$ cat src/rtl/serial_tx.sv
// rtl/serial_tx.sv - 8N1 UART transmitter with a small holding FIFO
// Optional even-parity bit between data and stop when SERIAL_TX_PARITY_EN is defined.
module serial_tx #(
  parameter int CLK_FREQ   = 100000000,
  parameter int BAUD       = 9600,
  parameter int FIFO_DEPTH = 4
) (
  input  logic       clk100,
  input  logic       reset,
  input  logic [7:0] tx_data,
  input  logic       tx_write,
  output logic       tx,
  output logic       tx_full,
  output logic       tx_busy,
  output logic       tx_done,
  output logic       tx_overrun
);

  localparam int TERM_COUNT = CLK_FREQ / BAUD;
  localparam int CW = (TERM_COUNT > 1) ? $clog2(TERM_COUNT) : 1;
  localparam int AW = $clog2(FIFO_DEPTH);
  localparam logic [CW-1:0] RELOAD = CW'(TERM_COUNT - 1);
  localparam logic [AW:0] FULL_COUNT = (AW+1)'(FIFO_DEPTH);

  typedef enum logic [2:0] {
    S_IDLE,
    S_START,
    S_DATA,
    S_PARITY,
    S_STOP
  } state_t;

  state_t          r_state;
  logic [CW-1:0]   r_cnt;
  logic [2:0]      r_bit_idx;
  logic [7:0]      r_shift;
  logic            r_tx;
  logic            r_done;
  logic            r_overrun;
  logic [7:0]      r_mem [FIFO_DEPTH];
  logic [AW-1:0]   r_wr_ptr;
  logic [AW-1:0]   r_rd_ptr;
  logic [AW:0]     r_count;
`ifdef SERIAL_TX_PARITY_EN
  logic            r_parity;
`endif

  logic            w_full;
  logic            w_empty;
  logic            w_push;
  logic            w_pop;
  logic            w_bit_end;
  logic [7:0]      w_head;

  // Full is taken from the registered count, so a write in the same cycle as a pop still drops.
  assign w_full    = (r_count == FULL_COUNT);
  assign w_empty   = (r_count == '0);
  assign w_push    = tx_write && !w_full;
  assign w_bit_end = (r_cnt == '0);
  assign w_pop     = !w_empty && ((r_state == S_IDLE) || ((r_state == S_STOP) && w_bit_end));
  assign w_head    = r_mem[r_rd_ptr];

  always_ff @(posedge clk100) begin
    if (w_push) r_mem[r_wr_ptr] <= tx_data;
  end

  always_ff @(posedge clk100) begin
    if (reset) begin
      r_wr_ptr  <= '0;
      r_rd_ptr  <= '0;
      r_count   <= '0;
      r_overrun <= 1'b0;
    end else begin
      if (w_push) r_wr_ptr <= r_wr_ptr + 1'b1;
      if (w_pop) r_rd_ptr <= r_rd_ptr + 1'b1;
      if (tx_write && w_full) r_overrun <= 1'b1;
      case ({w_push, w_pop})
        2'b10:   r_count <= r_count + 1'b1;
        2'b01:   r_count <= r_count - 1'b1;
        default: r_count <= r_count;
      endcase
    end
  end

  // The line register follows the state one clock later, so every bit is TERM_COUNT clocks wide.
  always_ff @(posedge clk100) begin
    if (reset) begin
      r_state   <= S_IDLE;
      r_cnt     <= '0;
      r_bit_idx <= '0;
      r_shift   <= '0;
      r_tx      <= 1'b1;
      r_done    <= 1'b0;
`ifdef SERIAL_TX_PARITY_EN
      r_parity  <= 1'b0;
`endif
    end else begin
      r_done <= 1'b0;
      case (r_state)
        S_IDLE: begin
          r_tx <= 1'b1;
          if (w_pop) begin
            r_shift <= w_head;
`ifdef SERIAL_TX_PARITY_EN
            r_parity <= ^w_head;
`endif
            r_cnt   <= RELOAD;
            r_state <= S_START;
          end
        end
        S_START: begin
          r_tx <= 1'b0;
          if (w_bit_end) begin
            r_cnt     <= RELOAD;
            r_bit_idx <= '0;
            r_state   <= S_DATA;
          end else begin
            r_cnt <= r_cnt - 1'b1;
          end
        end
        S_DATA: begin
          r_tx <= r_shift[0];
          if (w_bit_end) begin
            r_shift   <= {1'b0, r_shift[7:1]};
            r_cnt     <= RELOAD;
            r_bit_idx <= r_bit_idx + 1'b1;
            if (r_bit_idx == 3'd7) begin
`ifdef SERIAL_TX_PARITY_EN
              r_state <= S_PARITY;
`else
              r_state <= S_STOP;
`endif
            end
          end else begin
            r_cnt <= r_cnt - 1'b1;
          end
        end
`ifdef SERIAL_TX_PARITY_EN
        S_PARITY: begin
          r_tx <= r_parity;
          if (w_bit_end) begin
            r_cnt   <= RELOAD;
            r_state <= S_STOP;
          end else begin
            r_cnt <= r_cnt - 1'b1;
          end
        end
`endif
        S_STOP: begin
          r_tx <= 1'b1;
          if (w_bit_end) begin
            r_done <= 1'b1;
            if (w_pop) begin
              r_shift <= w_head;
`ifdef SERIAL_TX_PARITY_EN
              r_parity <= ^w_head;
`endif
              r_cnt   <= RELOAD;
              r_state <= S_START;
            end else begin
              r_state <= S_IDLE;
            end
          end else begin
            r_cnt <= r_cnt - 1'b1;
          end
        end
        default: begin
          r_tx    <= 1'b1;
          r_state <= S_IDLE;
        end
      endcase
    end
  end

  assign tx         = r_tx;
  assign tx_done    = r_done;
  assign tx_overrun = r_overrun;
  assign tx_full    = w_full;
  assign tx_busy    = (r_state != S_IDLE) || !w_empty;

endmodule
$ cat config.mk
export PLATFORM = sky130hd
export DESIGN_NAME = serial_tx
export DESIGN_NICKNAME = d
export VERILOG_FILES = /design/src/rtl/serial_tx.sv
export SDC_FILE = /design/constraint.sdc
export NUM_CORES = 1
export LEC_CHECK = 0
export ABC_AREA = 1
export CELL_PAD_IN_SITES_DETAIL_PLACEMENT = 1
export CELL_PAD_IN_SITES_GLOBAL_PLACEMENT = 1
export CORE_UTILIZATION = 45
export CTS_CLUSTER_SIZE = 25
export DETAILED_ROUTE_END_ITERATION = 16
export PLACE_DENSITY = 0.88
export SLEW_MARGIN = 20
export SYNTH_ARGS = -nofsm -noshare
export SYNTH_HDL_FRONTEND = slang
export SYNTH_SLANG_ARGS = --single-unit
$ cat constraint.sdc
create_clock -name clk100 -period 3.45 [get_ports clk100]
set_clock_uncertainty 0.1 [all_clocks]
set_input_delay 0.69 -clock clk100 [delete_from_list [all_inputs] [get_ports clk100]]
set_output_delay 0.69 -clock clk100 [all_outputs]
set_load 0.01 [all_outputs]
==> key figures, run 1 <==
Synthesis
  – Yosys warning count: 0
  – Most common library cells after synthesis: nand2_1 (88), nor2_1 (58), inv_1 (42), dfxtp_1 (40), a21oi_1 (34)
  – Distinct cell type count after synthesis: 39
  – Syn Nets: 430
  – Number of synthesized flops with an enable pin: 32
  – Post-synthesis cell area: 3410 sq um
  – Most instantiated library cell after synthesis: nand2_1
  – Sequential-to-total area share from yosys stat: 0.516
  – Share of the synthesized area in the top cell type: 0.282
  – Synth area leader: edfxtp_1
  – Mapped Cells: 410
  – Post-Syn Area per Cell: 8.32 sq um
  – Area contributors post-synth: edfxtp_1 (28%), dfxtp_1 (23%), nand2_1 (9.7%), nor2_1 (6.4%), a21oi_1 (5.0%)
  – Share of synthesized registers carrying an async set or reset: 0
  – Post-synth top flop: dfxtp_1
  – Yosys reg bits: 72

Final layout
  – Register area: 1760 sq um
  – Area grow syn2layout: 12.8%
  – Ant. Diodes: 0
  – Area taken by multi-input logic gates: 1420 sq um
  – Share of cells above drive strength 1: 0.0926
  – Fill count: 905
  – Fin nets: 447

Detailed routing
  – Detailed Routing Iterations Pass 1: 4
  – Via density: 5.37
  – Detailed Route WL: 8400 um
  – Post-route ant nets: 0
  – Initial detailed-routing violation count: 103
  – DRC: 0
  – WL/cell: 15.8 um
  – Vias: 2849

GRT
  – Tot GR Track Use: 0.232
  – Largest net degree at the start of global routing: 20
  – First-pass GRT wire length: 13600 um
  – Number of antenna violations at the first check in global routing: 0
  – Vias in the first global route: 2853
  – Gr ovfl total: 0

Floorplan
  – Chip width: 89.1 um
  – Die area: 7930 sq um
  – Starting Density: 0.468
  – IO Pins: 16
  – Die H: 89.1 um
  – Row cnt: 31
  – Core ar.: 7290 sq um

Critical path
  – Crit path DAT: 2850 ps
  – CP max stage cell: fa_1
  – Crit path required time: 3620 ps
  – CP dominant cell by count: inv_1
  – Critical path class: reg -> reg
  – Crit end category: flop
  – CP max FO: 17
  – CP peak stage delay: 380 ps
  – Critical Path, Cell by Cell: inv_1 > ha_1 > nand2_2 > nor2_4 > nand3_2 > nand2_2 > nand2_4 > inv_1 > ha_1 > inv_1 > fa_1 > nor2_1 > nor2_1 > nand2_1 > o21ai_0 > a21oi_1
  – Setup crit start kind: flop
  – Cell family with most CP delay: simple AND/OR/NAND/NOR gates
  – WP buf/inv: 3

STA
  – Final period utilization: 0.775
  – Worst slew pin tran: 713 ps
  – Final Hold Fails: 0
  – Slew Limit Headroom: 0.523
  – Worst hold slack: 372 ps
  – Achievable Freq: 374 MHz
  – Final TNS setup: 0 ps
  – Slew Limit Fails: 0
  – Fin crit period: 2670 ps
  – RSZ-0062 raised after global routing: false
  – # setup viols final: 0

Power and ir drop
  – Max rail drop VDD: 0.362 mV
  – PwrDens: 980 nW/um^2
  – Leak: 1.60 nW

Clock network
  – Clock Pin Slew Worst Setup and Hold Paths: 80 ps
  – Post-cts resize count: 0
  – CTS tree: built
  – Clk root buf: clkbuf_8
  – Clock sink count: 72
  – Clock Latency Late Sink: 340 ps
  – Clock Tree Buf Depth: 2
  – H-tree lvl count: 3
  – Post-CTS Setup Repair Bufs: 0
  – Total CTS buffers: 9
  – Post-CTS Hold Buffers: 0

Run
  – Max Cap Violations: 0

Placement
  – Final HPWL DP: 5940 um
  – Routability cong.: 0.789
  – IO buf count: 15

Status
  – Outcome: finished, final reports clean

Hold path
  – HP Class: reg -> reg
[state kept, by name (all words and copies together) (netlist names), named ones only]
signal and cells:
r_mem 32, r_cnt 14, r_shift 8, r_bit_idx 3
r_count 3, r_state 3, r_rd_ptr 2, r_wr_ptr 2
tx 1, tx_done 1, tx_overrun 1
[report_power, final]
part	total, mW	internal [mW]	switching, mW
logic	1.84	0.587	1.26
clock network	0.705	0.348	0.356
registers	1.22	1.09	0.139
[routing by layer]
layer | vias up | routed length (um) | track usage
met5 | - | 0 | 0
met4 | 0 | 96 | 0.0678
met3 | 8 | 233 | 0.0517
met2 | 40 | 4310 | 0.410
met1 | 1417 | 3760 | 0.283
li1 | 1384 | - | -
[cell usage in the layout, fill, tap and decap left out]
cell type	n
nor2_2	2
o21ai_1	1
a21oi_1	34
buf_4	2
o31ai_1	3
clkinv_4	1
nand4_1	2
edfxtp_1	32
bufinv_16	1
ha_1	8
nand3_2	1
fa_1	1
or2_2	2
o22ai_1	3
nor3_1	3
o211ai_1	2
nand2_2	6
nand2_8	1
dfxtp_1	40
nor2_1	58
nand2_1	88
o21bai_1	1
o2111ai_1	1
a31oi_1	3
nand3_1	23
o21ai_0	26
clkdlybuf4s50_1	15
nand3b_1	1
nor3b_2	1
nand2_4	2
inv_2	3
inv_6	5
xor2_1	2
o21a_1	3
nor2_4	2
clkbuf_8	9
inv_1	42
o21ai_2	1
a21oi_2	1
[final timing paths]
path | from | end | slack (ps) | cells after the start
worst min-delay path | r_bit_idx[0] | r_bit_idx[0] | 370 | 1
worst max register to register | r_cnt[0] | r_count[2] | 780 | 16
worst min register to register | r_bit_idx[0] | r_bit_idx[0] | 370 | 1
worst max-delay path | r_cnt[0] | r_count[2] | 780 | 16
[through the flow]
step                      total power, mW  cell area [sq um]  instances   util  setup slack (ps)
final                                3.77               3850        531  0.528               777
after global routing                 4.07               3850        531  0.528               514
after CTS                            3.78               3850        531  0.528               785
after detailed placement             3.06               3640        515  0.499               754
after global placement               2.96               3640        515  0.499               819
after floorplan                      2.59               3410        410      -              1190
[cells by family (layout without fill, tap and decap cells)]
family / after synthesis / count (layout) / synth area share
buf+inv: 56 / 78 / 0.0667
fa+ha+maj: 9 / 9 / 0.0352
flops: 72 / 72 / 0.516
simple gates: 192 / 192 / 0.249
compound gates: 79 / 79 / 0.128
xor+xnor: 2 / 2 / 0.00513
[area by class of cell]
class,instances,area share
repair buffers,17,0.0429
inverters,45,0.0439
multi-input cells,282,0.370
clock inverters,7,0.0215
clock buffers,9,0.0322
well taps,99,0.0322
flip-flops and latches,72,0.458
(Power assumes the default switching activity.)
==> run 2, diff against run 1 <==
==> constraint.sdc (replaced) <==
create_clock -name clk100 -period 2.7 [get_ports clk100]
set_clock_uncertainty 0.1 [all_clocks]
set_input_delay 0.54 -clock clk100 [delete_from_list [all_inputs] [get_ports clk100]]
set_output_delay 0.54 -clock clk100 [all_outputs]
set_load 0.01 [all_outputs]
==> run 2 against run 1 <==
Compared with the run above: register-to-register slack worse by 620 ps; via count shrank 0.84%; non-clock buffer count rose by 7; sequential share of layout area fell by 0.83 points; sequential cell count unchanged; power increased by 32%; setup slack worse by 620 ps.
==> key figures, run 2 (synthesized netlist as in run 1, its figures left out) <==
Critical path
  – RR Endpoint: r_count[2]
  – FF-to-FF Start: r_cnt[1]
  – Crit path DAT: 2730 ps
  – CP max FO: 6
  – R2R Setup Slk: 160 ps
  – Worst Setup EP: r_count[2]
  – Critical path class: reg -> reg
  – Setup crit start kind: flop
  – Crit path required time: 2890 ps
  – Crit end category: flop
  – Critical path launch point: r_cnt[1]
  – Worst Reg-to-Reg Cells: 16

Floorplan
  – Starting Density: 0.468
  – Core ar.: 7290 sq um
  – IO Pins: 16
  – Die area: 7930 sq um
  – Die H: 89.1 um
  – Row cnt: 31
  – Chip width: 89.1 um

Clock network
  – Clock Latency Late Sink: 370 ps
  – H-tree lvl count: 3
  – Clock Tree Buf Depth: 2
  – Clock sink count: 72
  – Clk root buf: clkbuf_8
  – CTS tree: built
  – Post-CTS Hold Buffers: 0
  – Total CTS buffers: 9
  – Clock Pin Slew Worst Setup and Hold Paths: 90 ps

Final layout
  – Most frequent cells in the layout: nand2_1 (88), nor2_1 (58), inv_1 (42)
  – Largest regs: r_mem x32, r_cnt x14, r_shift x8
  – Area grow syn2layout: 14.9%
  – Fin nets: 454
  – Ant. Diodes: 0
  – Top reg by flops: r_mem
  – Most common cell after layout, fill and taps aside: nand2_1
  – Finished Layout Cells: 538
  – Max FFs per register: 32
  – Core Util, Final: 0.538
  – Final design area excluding fillers: 3920 sq um
  – Share of cells above drive strength 1: 0.109

STA
  – RSZ-0062 raised after global routing: false
  – Worst hold slack: 361 ps
  – Achievable Freq: 394 MHz
  – Worst Setup Slack, final: 160 ps
  – Slew Limit Headroom: 0.500
  – Worst slew pin tran: 749 ps
  – Slew Limit Fails: 0
  – Final TNS setup: 0 ps
  – Final Hold Fails: 0
  – # setup viols final: 0
  – Final period utilization: 0.941
  – Fin crit period: 2540 ps

Run
  – Max Cap Violations: 0

Detailed routing
  – Initial detailed-routing violation count: 140
  – DRC: 0
  – Detailed Routing Iterations Pass 1: 4
  – Via density: 5.25
  – Post-route ant nets: 0
  – Detailed Route WL: 8840 um
  – WL/cell: 16.4 um
  – Vias: 2825

GRT
  – Largest net degree at the start of global routing: 23
  – First-pass GRT wire length: 14300 um
  – Met3 usage: 0.0674
  – Gr ovfl total: 0
  – Tot GR Track Use: 0.248
  – Met2 Usage GRT: 0.445
  – Met1 usage: 0.268
  – Number of antenna violations at the first check in global routing: 0
  – Vias in the first global route: 2969
  – GR peak layer: met2

Status
  – Outcome: finished, final reports clean

Placement
  – Routability cong.: 0.854
  – Final HPWL DP: 5980 um
  – DP Cell Count: 521
  – IO buf count: 15
  – Area after DPL: 3690 sq um
  – Placement Setup Slack: 118 ps

Hold path
  – HP Class: reg -> reg

Power and ir drop
  – Total chip power: 4.98 mW
  – Leak: 1.64 nW
  – PwrDens: 1270 nW/um^2
  – Max rail drop VDD: 0.455 mV
run 2: worst min path at each step:
| stage | start | endpoint | slack (ps) | depth (start not counted) |
|---|---|---|---|---|
| 5_1_grt | r_bit_idx[2] | r_bit_idx[2] | 390 | 2 |
| 6_report | tx_overrun | tx_overrun | 360 | 2 |
| 4_1_cts | tx_overrun | tx_overrun | 370 | 2 |
| 2_1_floorplan | r_bit_idx[0] | r_bit_idx[0] | 330 | 1 |
| 3_5_place_dp | tx_overrun | tx_overrun | 360 | 2 |
| 3_3_place_gp | tx_overrun | tx_overrun | 340 | 2 |
run 2: worst max-delay path, cell delays in order, from the launching register on:
cell and delay [ps]:
dfxtp_1 320, inv_1 100, ha_2 230, nand2_4 90
nor2_4 160, nand3_4 110, nand2_2 90, nand2_4 40
inv_1 100, ha_1 150, inv_1 70, fa_1 390
nor2_1 110, nor2_1 40, nand2_1 70, o21ai_0 80
a21oi_1 190
run 2: layer usage:
metal | wire, um | vias to the layer above
met2 | 4580 | 54
met1 | 3580 | 1341
met3 | 347 | 28
met4 | 331 | 0
met5 | 0 | -
li1 | - | 1402
run 2: what timing repair did:
item / in CTS / in global routing
buffers inserted: 0 / 1
setup endpoints to repair: 0 / 1
gates resized for setup: 0 / 3
hold endpoints to repair: 0 / 0
run 2: area by class of cell:
cell class                 instances  area [sq um]
clock buffer                       9           124
fill                             905          3370
timing repair buffer              24           218
clock inverter                     7          86.3
sequential                        72          1760
tap                               99           124
multi-input combinational        282          1440
inverter                          45           169
run 2: where the power goes:
part           switching [mW]  leakage (nW)  internal, mW
clock                   0.484         0.104         0.448
combinational            1.70         0.910         0.813
sequential              0.150         0.622          1.39
total                    2.33          1.64          2.65
